[config.mk]
export PLATFORM = sky130hd
export DESIGN_NAME = anton_neopixel_bus_arbiter
export DESIGN_NICKNAME = d
export VERILOG_FILES = /design/src/rtl/anton_neopixel_bus_arbiter.sv
export SDC_FILE = /design/constraint.sdc
export NUM_CORES = 1
export LEC_CHECK = 0
export BUFFER_PORTS_ARGS = -buffer_cell sky130_fd_sc_hd__buf_2
export CAP_MARGIN = 40
export CELL_PAD_IN_SITES_DETAIL_PLACEMENT = 1
export CELL_PAD_IN_SITES_GLOBAL_PLACEMENT = 1
export CORE_AREA = 2 2 81 83
export CTS_CLUSTER_SIZE = 40
export DETAILED_ROUTE_END_ITERATION = 8
export DIE_AREA = 0 0 83 85
export PLACE_DENSITY = 0.79
export REMOVE_ABC_BUFFERS = 1
export SETUP_SLACK_MARGIN = 0.3
export SLEW_MARGIN = 20
export SYNTH_ARGS = -nofsm -noshare
export SYNTH_HDL_FRONTEND = slang
export SYNTH_SLANG_ARGS = --single-unit
[constraint.sdc]
create_clock -name apbPclk -period 2.7 [get_ports apbPclk]
set_input_delay 0.135 -clock apbPclk [delete_from_list [all_inputs] [get_ports apbPclk]]
set_output_delay 0.135 -clock apbPclk [all_outputs]
set_load 0.01 [all_outputs]
[src/rtl/anton_neopixel_bus_arbiter.sv]
// Round-robin arbiter sharing the neopixel pixel-buffer bus between the APB path (port 0)
// and the pattern engine (port 1), with watchdog-limited locked bursts and 1-cycle read return.
module anton_neopixel_bus_arbiter #(
  parameter int unsigned LOCK_MAX = 64
) (
  input  logic        apbPclk,
  input  logic        apbPresern,
  input  logic        req0,
  input  logic        req1,
  input  logic [13:0] addr0,
  input  logic [13:0] addr1,
  input  logic [7:0]  wdata0,
  input  logic [7:0]  wdata1,
  input  logic        write0,
  input  logic        write1,
  input  logic        lock0,
  input  logic        lock1,
  output logic        gnt0,
  output logic        gnt1,
  output logic [7:0]  rdata0,
  output logic [7:0]  rdata1,
  output logic        rvalid0,
  output logic        rvalid1,
  output logic        lockErr,
  output logic [13:0] busAddr,
  output logic [7:0]  busDataIn,
  output logic        busWrite,
  output logic        busRead,
  input  logic [7:0]  busDataOut
);

  localparam logic [1:0] IDLE = 2'd0;
  localparam logic [1:0] OWN0 = 2'd1;
  localparam logic [1:0] OWN1 = 2'd2;

  localparam logic [7:0] LockLast = 8'(LOCK_MAX - 1);

  logic [1:0] stateQ, stateD;
  logic       lastGrantQ, lastGrantD;
  logic [7:0] holdCntQ, holdCntD;
  logic       readPendQ, readPortQ;
  logic [7:0] rdata0Q, rdata1Q;

  logic ownReq, ownLock, ownWrite;
  logic lockActive, lockHold;
  logic winner;

  assign gnt0 = (stateQ == OWN0) && req0;
  assign gnt1 = (stateQ == OWN1) && req1;

  // Bus mux follows the registered owner, independent of its current request.
  always_comb begin
    ownReq    = 1'b0;
    ownLock   = 1'b0;
    ownWrite  = 1'b0;
    busAddr   = '0;
    busDataIn = '0;
    case (stateQ)
      OWN0: begin
        ownReq    = req0;
        ownLock   = lock0;
        ownWrite  = write0;
        busAddr   = addr0;
        busDataIn = wdata0;
      end
      OWN1: begin
        ownReq    = req1;
        ownLock   = lock1;
        ownWrite  = write1;
        busAddr   = addr1;
        busDataIn = wdata1;
      end
      default: ;
    endcase
  end

  assign busWrite = (gnt0 || gnt1) && ownWrite;
  assign busRead  = (gnt0 || gnt1) && !ownWrite;

  assign lockActive = ownReq && ownLock;
  assign lockHold   = lockActive && (holdCntQ < LockLast);
  assign lockErr    = lockActive && (holdCntQ == LockLast);

  always_comb begin
    stateD     = stateQ;
    lastGrantD = lastGrantQ;
    holdCntD   = holdCntQ;
    winner     = 1'b0;
    if (lockHold) begin
      holdCntD = 8'(holdCntQ + 8'd1);
    end else begin
      // On a watchdog release the owner equals lastGrant, so a tie hands over.
      if (req0 && req1) begin
        winner = !lastGrantQ;
      end else begin
        winner = req1;
      end
      holdCntD = '0;
      if (req0 || req1) begin
        stateD     = winner ? OWN1 : OWN0;
        lastGrantD = winner;
      end else begin
        stateD = IDLE;
      end
    end
  end

  always_ff @(posedge apbPclk or negedge apbPresern) begin
    if (!apbPresern) begin
      stateQ     <= IDLE;
      lastGrantQ <= 1'b1;
      holdCntQ   <= '0;
    end else begin
      stateQ     <= stateD;
      lastGrantQ <= lastGrantD;
      holdCntQ   <= holdCntD;
    end
  end

  // Read return: busDataOut is valid the cycle after busRead, routed to the issuing port.
  assign rvalid0 = readPendQ && !readPortQ;
  assign rvalid1 = readPendQ && readPortQ;
  assign rdata0  = rvalid0 ? busDataOut : rdata0Q;
  assign rdata1  = rvalid1 ? busDataOut : rdata1Q;

  always_ff @(posedge apbPclk or negedge apbPresern) begin
    if (!apbPresern) begin
      readPendQ <= 1'b0;
      readPortQ <= 1'b0;
      rdata0Q   <= '0;
      rdata1Q   <= '0;
    end else begin
      readPendQ <= busRead;
      readPortQ <= gnt1;
      if (rvalid0) rdata0Q <= busDataOut;
      if (rvalid1) rdata1Q <= busDataOut;
    end
  end

endmodule

==> results of run 1 <==
layer usage:
layer / up-vias / part of all wire, %
met5: - / 0
met4: 0 / 0.77
met3: 4 / 7.7
met2: 76 / 52
met1: 700 / 40
li1: 709 / -
cell families after synthesis:
| group | Yosys count | share of synthesized area (%) |
|---|---|---|
| and+or+nand+nor | 45 | 14.7 |
| DFF | 29 | 48.6 |
| AOI/OAI and AO/OA | 28 | 13.8 |
| muxes | 18 | 13.7 |
| buffers and inverters | 14 | 4.02 |
| xor gates and xnor gates | 4 | 2.34 |
| adders and majority gates | 3 | 2.51 |
| other | 1 | 0.251 |
critical path: stages, from the launching register on:
cell,delay [ns]
dfrtp_1,0.41
ha_1,0.30
or3_4,0.40
nor3_4,0.27
nor2b_1,0.21
buf_2,0.15
through the flow:
stage | area, sq um | total power, mW | setup WS (ns) | instances
2_1_floorplan | 1450 | 0.832 | 0.589 | 133
3_3_place_gp | 2090 | 1.04 | 0.832 | 317
3_5_place_dp | 2090 | 1.07 | 0.769 | 317
4_1_cts | 2190 | 1.43 | 0.517 | 326
5_1_grt | 2200 | 1.50 | 0.397 | 327
6_report | 2200 | 1.40 | 0.550 | 327
state kept, by name (all words and copies together) (netlist names):
name,flops
readPendQ,1
lastGrantQ,1
rdata1Q,8
rdata0Q,8
readPortQ,1
holdCntQ,8
stateQ,2
worst max-delay path by stage:
stage / slack [ns] / depth (start not counted) / end / from
after floorplan: 0.59 / 6 / stateQ[1]$_DFFE_PN0N_ / stateQ[0]$_DFFE_PN0N_
after global placement: 0.83 / 6 / stateQ[1]$_DFFE_PN0N_ / stateQ[0]$_DFFE_PN0N_
after detailed placement: 0.77 / 6 / stateQ[1]$_DFFE_PN0N_ / stateQ[0]$_DFFE_PN0N_
after CTS: 0.52 / 5 / lockErr / stateQ[1]$_DFFE_PN0N_
after global routing: 0.40 / 6 / lockErr / stateQ[1]$_DFFE_PN0N_
final: 0.55 / 5 / lockErr / stateQ[1]$_DFFE_PN0N_
power by group through the flow:
stage / sequential, mW / combinational (mW) / clock [mW]
4_1_cts: 0.566 / 0.502 / 0.359
3_5_place_dp: 0.574 / 0.499 / 0
2_1_floorplan: 0.558 / 0.275 / 0
6_report: 0.564 / 0.492 / 0.346
3_3_place_gp: 0.561 / 0.482 / 0
5_1_grt: 0.574 / 0.542 / 0.385
cell type report:
type / count / area (sq um)
fillers: 749 / 4010
multi-input cells: 100 / 712
repair buffers: 109 / 561
clock buffers: 5 / 68.8
clock inverters: 3 / 17.5
well taps: 77 / 96.3
flip-flops and latches: 29 / 727
inverters: 4 / 15.0
cells in the mapped netlist, drive strengths merged:
master   number  area [sq um]
or3           1          11.3
ha            3          37.5
xor2          1          8.76
nand3         2          10.0
buf           1          11.3
dfstp         1          26.3
mux2         17           195
and2          3          18.8
xnor2         3          26.3
clkbuf        9          33.8
conb          1          3.75
inv           4          15.0
and3          3          18.8
a21oi         1          5.00
a22oi        25           188
nor3          2          21.3
nor2         30           113
a2bb2oi       1          8.76
mux2i         1          10.0
o21ai         1          5.00
nor2b         2          12.5
dfrtp        28           701
nand2         2          15.0
==> flow_metrics.tcl, run 1 <==
set metrics [dict create \
    wire_per_inst_um 14.3 \
    cp.arrival_ns 2.01 \
    grt_pass1_vias 1596 \
    insertion_delay_ns 0.28 \
    setup_viol 0 \
    worstSetupPathType "reg2out" \
    setup_tns_ns 0 \
    grt_max_degree 30 \
    p_int_uw 943 \
    clock_sinks 29 \
    hpwl_um 3780 \
    drtIter0Drc 33 \
    postSynthAreaPerCell_sq_um 10.5 \
    min_period_over_period_pct 79.6 \
    ir_drop_mv 0.346 \
    crit_path_end_kind "primary output" \
    drc 0 \
    synthesis.instances 142 \
    start_util_pct 24.1 \
    leakage_nw 1.17 \
    grt_setup_unrepaired "no" \
    cts_setup_buffers 0 \
    pwr-share-clk_pct 24.7 \
    tritoncts "done" \
    r2r_end "stateQ[1]$_DFFE_PN0N_" \
    met2_usage_pct 24.7 \
    most-common-layout-cells "buf_2 (104), nor2_1 (30), dfrtp_1 (28)" \
    slew_headroom_pct 55.4 \
    diodes 0 \
    port_buffers 104 \
    cts_root_buf "clkbuf_8" \
    routed_wirelength_um 4690 \
    clkSlewWorstSetupHoldPaths_ns 0.07 \
    tightest_slew_ns 0.668 \
    p_sw_uw 459 \
    cts_buffer_depth 2 \
    nets 312 \
    path_max_fanout 4 \
    cp-start-kind "flop" \
    skew_ns 0.00423 \
    drv_slew 0 \
    cap_violations 0 \
    min_period_ns 2.15 \
    hold_path.class "in2reg" \
    cts-htree-levels 2 \
    drive_gt1_share_pct 54.8 \
    r2r_cells 5 \
    die_width_um 83 \
    comb_power_share_pct 35.1 \
    grt.total_usage_pct 13.3 \
    gp_congestion 0.766 \
    finalHoldViolCount 0 \
    yosysWarnings 0 \
    area_delta_synth_final_pct 46.9 \
    num_rows 29 \
    hp-start "busDataOut[6]" \
    r2r_setup_slack_ns 0.77 \
    synth_area_sq_um 1500 \
    whs_endpoint "rdata1Q[6]$_DFF_PN0_" \
    synth_seq_cells 29 \
    cts_buffers 5 \
    ctsHoldBuffers 1 \
    layout_commonest_cell "buf_2" \
    final_util_pct 35.4 \
    fp.dieArea_sq_um 7060 \
    swShare_pct 32.7 \
    antenna_found_initial 0 \
    grt_pass1_wl_um 7460 \
    met3_usage_pct 3.60 \
    use_met1_pct 14.9 \
    fp.dieH_um 85 \
    whs_path_depth 2 \
    power_density_nw_per_um2 638 \
    sequentialPowerShare_pct 40.2 \
    core_area_sq_um 6200 \
    reg2reg_from "stateQ[1]$_DFFE_PN0N_" \
    required_ns 2.57 \
    vias 1489 \
    status "finished clean" \
    final_antenna_net_count 0 \
    timing.hold.ws_ns 0.117 \
    globalRoute.busiestLayer "met2" \
    ys_seq_area_share_pct 48.6 \
    post_cts_resized 0 \
    grt_overflow 0 \
    synth_cell_type_count 26 \
    dr.pass1.iters 4 \
    fmax_mhz 465 \
    ios 105 \
    via_per_inst 4.55 \
]
No activity file was read; power rests on OpenSTA's default activity.
==> run 2, diff against run 1 <==
- ABC_AREA: default -> 1
- CORE_AREA: 2 2 81 83 -> 2 2 82 84
- DIE_AREA: 0 0 83 85 -> 0 0 84 86
- PLACE_DENSITY: 0.79 -> 0.83
- clock period: 2.7 -> 2.1 ns (I/O delays scaled with it)
==> run 2 against run 1 <==
Die area is 2.4% higher; first-iteration DRC count stayed put; worst setup slack got worse by 0.15 ns; critical path depth increased by 3; count of clock-buffer cells in the layout is 1 higher; sequential power up 27%; wire length rose by 2.5%; global-route usage rose by 0.57 points; flip-flop and latch count unchanged; hold slack got worse by 0.0055 ns; non-clock buffer count stayed put; critical path type unchanged.
==> flow_metrics.tcl, run 2 <==
set metrics [dict create \
    synthesis.instances 211 \
    finalNonFillerCells 395 \
    ys_top_cells_by_area "dfrtp_1 (45%), nand2_1 (19%), a21oi_1 (8.0%)" \
    crit_end "lockErr" \
    min_period_ns 1.70 \
    ys_seq_area_share_pct 46.6 \
    leakage_nw 1.28 \
    r2r_setup_slack_ns 0.60 \
    tightest_slew_ns 0.640 \
    wire_per_inst_um 12.2 \
    core_area_sq_um 6280 \
    drive_gt1_share_pct 40.3 \
    worstSetupPathType "reg2out" \
    grt_overflow 0 \
    hold_path.class "in2reg" \
    reg_top3 "holdCntQ (8), rdata0Q (8), rdata1Q (8)" \
    layout_commonest_cell "buf_2" \
    area_delta_synth_final_pct 46.1 \
    antenna_found_initial 0 \
    setup_tns_ns 0 \
    ys_top_cells_by_count "nand2_1 (77), dfrtp_1 (28), a21oi_1 (25)" \
    yosys.area_share.simple_pct 26.5 \
    ios 105 \
    num_rows 29 \
    clkSlewWorstSetupHoldPaths_ns 0.06 \
    tritoncts "done" \
    power_density_nw_per_um2 772 \
    synthXorXnorAreaFrac_pct 0.561 \
    final_antenna_net_count 0 \
    postSynthAreaPerCell_sq_um 7.39 \
    die_width_um 84 \
    fin_ws_ns 0.403 \
    yosysWarnings 0 \
    drv_slew 0 \
    synth_cell_type_count 23 \
    grt_pass1_vias 1767 \
    synth-edff-count 0 \
    hpwl_um 3810 \
    grt_max_degree 30 \
    fp.dieArea_sq_um 7220 \
    place_ws_ns 0.583 \
    yosys_most_used_dff "dfrtp_1" \
    cp-start-kind "flop" \
    synthMuxAreaShare_pct 0 \
    diodes 0 \
    nets 380 \
    fp.dieH_um 86 \
    synth_top_family_by_area "simple AND/OR/NAND/NOR gates" \
    vias 1747 \
    synth_area_sq_um 1560 \
    cap_violations 0 \
    synth_most_common_cell "nand2_1" \
    cp.arrival_ns 1.59 \
    cts-htree-levels 2 \
    synth-compound-area-share_pct 14.4 \
    grt_pass1_wl_um 8070 \
    synth_seq_cells 29 \
    grt_setup_unrepaired "yes" \
    routed_wirelength_um 4810 \
    r2r_end "stateQ[1]$_DFFE_PN0N_" \
    clock_sinks 29 \
    finalHoldViolCount 0 \
    cts_buffers 5 \
    async_flop_share_pct 100 \
    skew_ns 0.00719 \
    status "finished clean" \
    dpl.cell_count 385 \
    crit_path_end_kind "primary output" \
    gp_congestion 0.745 \
    cts_buffer_depth 2 \
    min_period_over_period_pct 80.8 \
    reg2reg_from "stateQ[1]$_DFFE_PN0N_" \
    path_max_fanout 4 \
    place_area_sq_um 2150 \
    required_ns 2.00 \
    synthAdderAreaFrac_pct 2.41 \
    via_per_inst 4.42 \
    insertion_delay_ns 0.28 \
    slew_headroom_pct 57.3 \
    drc 0 \
    synth_top_area_share_pct 44.9 \
    drtIter0Drc 33 \
    ir_drop_mv 0.398 \
    yosys.area.top_type "dfrtp_1" \
    cts_root_buf "clkbuf_8" \
    most-common-layout-cells "buf_2 (104), nand2_1 (77), dfrtp_1 (28)" \
    worstSetupStartpoint "stateQ[1]$_DFFE_PN0N_" \
    start_util_pct 24.9 \
    r2r_cells 9 \
    fmax_mhz 589 \
    port_buffers 104 \
    setup_viol 0 \
    dr.pass1.iters 4 \
    grt.total_usage_pct 13.8 \
    postLayoutCellArea_sq_um 2280 \
]
==> run 2: changes by cell type after synthesis, sizes merged, moves of 3 or more <==
cell   previous run  this run
a21oi             1        25
a22oi            25         0
and2              3         0
and3              3         0
inv               4        24
mux2             17         0
nand2             2        80
nor2             30        10
o21ai             1        18
xnor2             3         0
==> run 2: layout make-up <==
type	instances	area (sq um)
clock buffer	6	72.6
clock inverter	2	10.0
fill	817	4000
inverter	24	90.1
multi-input combinational	148	716
sequential	29	727
tap	77	96.3
timing repair buffer	109	568
==> run 2: stage by stage <==
stage	utilization, %	hold slack (ns)	power [mW]
2_1_floorplan	-	-0.191	1.03
3_3_place_gp	34.2	0.158	1.30
3_5_place_dp	34.2	0.166	1.33
4_1_cts	35.7	0.109	1.78
5_1_grt	36.3	0.124	1.90
6_report	36.3	0.112	1.76
==> run 2: worst min-delay path by stage <==
stage / to / startpoint / slack, ns / cells past startpoint
2_1_floorplan: holdCntQ[0]$_DFF_PN0_ / apbPresern / -0.19 / 0
3_3_place_gp: rdata1Q[0]$_DFF_PN0_ / apbPresern / 0.16 / 1
3_5_place_dp: rdata1Q[0]$_DFF_PN0_ / apbPresern / 0.17 / 1
4_1_cts: readPortQ$_DFF_PN0_ / req1 / 0.11 / 3
5_1_grt: rdata0Q[3]$_DFF_PN0_ / busDataOut[3] / 0.12 / 3
6_report: readPortQ$_DFF_PN0_ / req1 / 0.11 / 3
==> run 2: kinds of logic (layout without fill, tap and decap cells) <==
kind of cell,after synthesis,in the layout
simple gates,98,98
compound gates,44,44
buf+inv,35,141
flops,29,29
fa+ha+maj,3,3
other cells,1,2
xor+xnor,1,1
==> run 2: repair_timing <==
item | in CTS | in global routing
endpoints found under the setup margin | 0 | 26
buffers inserted | 0 | 1
gates resized for setup | 0 | 10
hold buffers | 1 | 0
endpoints found under the hold margin | 28 | 0
==> run 2: routing by layer <==
layer | global-route usage (%) | wire length, um
met5 | 0 | 0
met3 | 4.81 | 424
met1 | 15.9 | 1940
met2 | 23.9 | 2400
met4 | 5.13 | 43
==> run 2: power by group <==
group | internal, mW | switching (mW)
clock network | 0.229 | 0.207
logic | 0.247 | 0.360
registers | 0.683 | 0.0352
total | 1.16 | 0.601
==> run 2: worst max-delay path: stages, from the launching register on <==
cell	delay (ns)
dfrtp_1	0.41
inv_1	0.13
ha_4	0.17
nand2_1	0.06
nand2_1	0.06
nand2_1	0.07
nor2_4	0.10
and3b_1	0.17
buf_2	0.14
==> run 3, diff against run 2 <==
- clock period: 2.1 -> 1.6 ns (I/O delays scaled with it)
==> run 3 against run 2 <==
The flow now finishes with violations (negative setup slack); clock power up 35%; wire length up 68%; utilization up 14 points; combinational power rose to 2.7 times the previous value; sequential share of layout area down 8.8 points; first-iteration DRC count up 88%; register-to-register slack worse by 0.61 ns; via count up 17%; global-route usage up 3.3 points; power up 88%; count of clock-buffer cells in the layout unchanged.
==> flow_metrics.tcl, run 3 (synthesized netlist as in run 2, its figures left out) <==
set metrics [dict create \
    nets 412 \
    hpwl_um 3840 \
    grt_pass1_wl_um 9950 \
    min_period_over_period_pct 108 \
    fp.dieH_um 86 \
    grt_pass1_vias 2108 \
    die_width_um 84 \
    clock_sinks 29 \
    finalHoldViolCount 0 \
    hold_path.class "in2reg" \
    port_buffers 104 \
    dr.pass1.iters 4 \
    reg_top3 "holdCntQ (8), rdata0Q (8), rdata1Q (8)" \
    r2r_end "lastGrantQ$_DFFE_PN1P_" \
    tightest_slew_ns 0.693 \
    slew_headroom_pct 53.8 \
    final_antenna_net_count 0 \
    gp_congestion 0.766 \
    drc 0 \
    grt_setup_unrepaired "yes" \
    timing.hold.ws_ns 0.0842 \
    num_rows 29 \
    worstSetupPathType "reg2out" \
    via_per_inst 4.79 \
    setup_viol 9 \
    ios 105 \
    wire_per_inst_um 18.9 \
    clkSlewWorstSetupHoldPaths_ns 0.07 \
    cp.arrival_ns 1.65 \
    core_area_sq_um 6280 \
    cap_violations 0 \
    fmax_mhz 578 \
    grt_overflow 0 \
    routed_wirelength_um 8060 \
    cts_buffer_depth 2 \
    grt_max_degree 30 \
    tritoncts "done" \
    r2r_cells 12 \
    hp-start "req1" \
    final_util_pct 50.3 \
    leakage_nw 1.55 \
    cts_root_buf "clkbuf_8" \
    area_delta_synth_final_pct 102 \
    insertion_delay_ns 0.28 \
    whs_path_depth 3 \
    crit_path_end_kind "primary output" \
    reg2reg_from "stateQ[1]$_DFFE_PN0N_" \
    ir_drop_mv 0.705 \
    whs_endpoint "readPortQ$_DFF_PN0_" \
    vias 2046 \
    antenna_found_initial 0 \
    cts_buffers 5 \
    drtIter0Drc 62 \
    power_mw 3.30 \
    path_max_fanout 4 \
    drv_slew 0 \
    layout_commonest_cell "buf_2" \
    place_ws_ns 0.130 \
    required_ns 1.52 \
    most-common-layout-cells "buf_2 (92), nand2_1 (50), dfrtp_1 (26)" \
    min_period_ns 1.73 \
    skew_ns 0.0114 \
    r2r_setup_slack_ns -0.01 \
    cts-htree-levels 2 \
    diodes 0 \
    finalNonFillerCells 427 \
    start_util_pct 24.9 \
    status "finished, violations left" \
    power_density_nw_per_um2 1050 \
    drive_gt1_share_pct 62.6 \
    grt.total_usage_pct 17.1 \
    fin_ws_ns -0.132 \
    fp.dieArea_sq_um 7220 \
    violations "negative setup slack" \
    dpl.cell_count 385 \
    cp-start-kind "flop" \
]
## run 3: cell types whose count changed in the layout (fill, tap and decap cells not counted), moves of 6 or more
cell	delta
buf_2	-12
buf_4	+14
buf_6	+22
inv_1	-7
nand2_1	-27
nand2_4	+19
nand2_8	+6
o21ai_0	-13
o21ai_2	+8
o21ai_4	+9
## run 3: layout make-up
type                            instances  area [sq um]
Tap cell                               77          96.3
Fill cell                             735          3120
Clock inverter                          2          10.0
Sequential cell                        29           729
Timing Repair inverter                  1          16.3
Inverter                               24           124
Clock buffer                            6          72.6
Multi-Input combinational cell        151          1170
Timing Repair Buffer                  137           941
## run 3: through the flow
stage               TNS, ns  area [sq um]
finish               -0.294          3160
global route          -2.42          3160
CTS                 -0.0423          2680
detailed placement        0          2150
global placement          0          2150
floorplan            -0.770          1510
## run 3: what timing repair did
action                                  in CTS  in global routing
hold buffers                                 1                  0
pin swaps                                   21                 15
cloned                                       2                  3
endpoints found under the setup margin      53                 55
hold endpoints to repair                    28                  0
buffers inserted                            16                 12
resized for setup                           93                 72
## run 3: critical path, stage by stage, from the launching register on
cell,delay (ns)
dfrtp_1,0.42
inv_2,0.09
ha_4,0.19
nand2_4,0.07
nand2_4,0.08
inv_4,0.04
nor2_4,0.10
and3b_1,0.23
buf_6,0.13
## run 3: layer usage
metal  vias up  track usage [%]  part of all wire (%)
li1        932                -                     -
met1      1000             17.3                    38
met2        99             33.5                    54
met3        15             3.75                   5.1
met4         0             7.77                   2.9
met5         -                0                     0
## run 3: worst max path at each step
stage / start / end / slack [ns] / cells past startpoint
finish: stateQ[1]$_DFFE_PN0N_ / lockErr / -0.13 / 8
global route: stateQ[1]$_DFFE_PN0N_ / lockErr / -0.17 / 8
CTS: stateQ[0]$_DFFE_PN0N_ / lockErr / -0.03 / 8
detailed placement: stateQ[0]$_DFFE_PN0N_ / stateQ[1]$_DFFE_PN0N_ / 0.13 / 9
global placement: stateQ[1]$_DFFE_PN0N_ / stateQ[1]$_DFFE_PN0N_ / 0.18 / 9
floorplan: stateQ[0]$_DFFE_PN0N_ / stateQ[1]$_DFFE_PN0N_ / -0.15 / 9
## run 3: report_power, final
part | internal [mW] | switching (mW) | leakage [nW]
registers | 0.900 | 0.169 | 0.357
clock network | 0.301 | 0.286 | 0.0450
logic | 0.833 | 0.814 | 1.15
total | 2.03 | 1.27 | 1.55
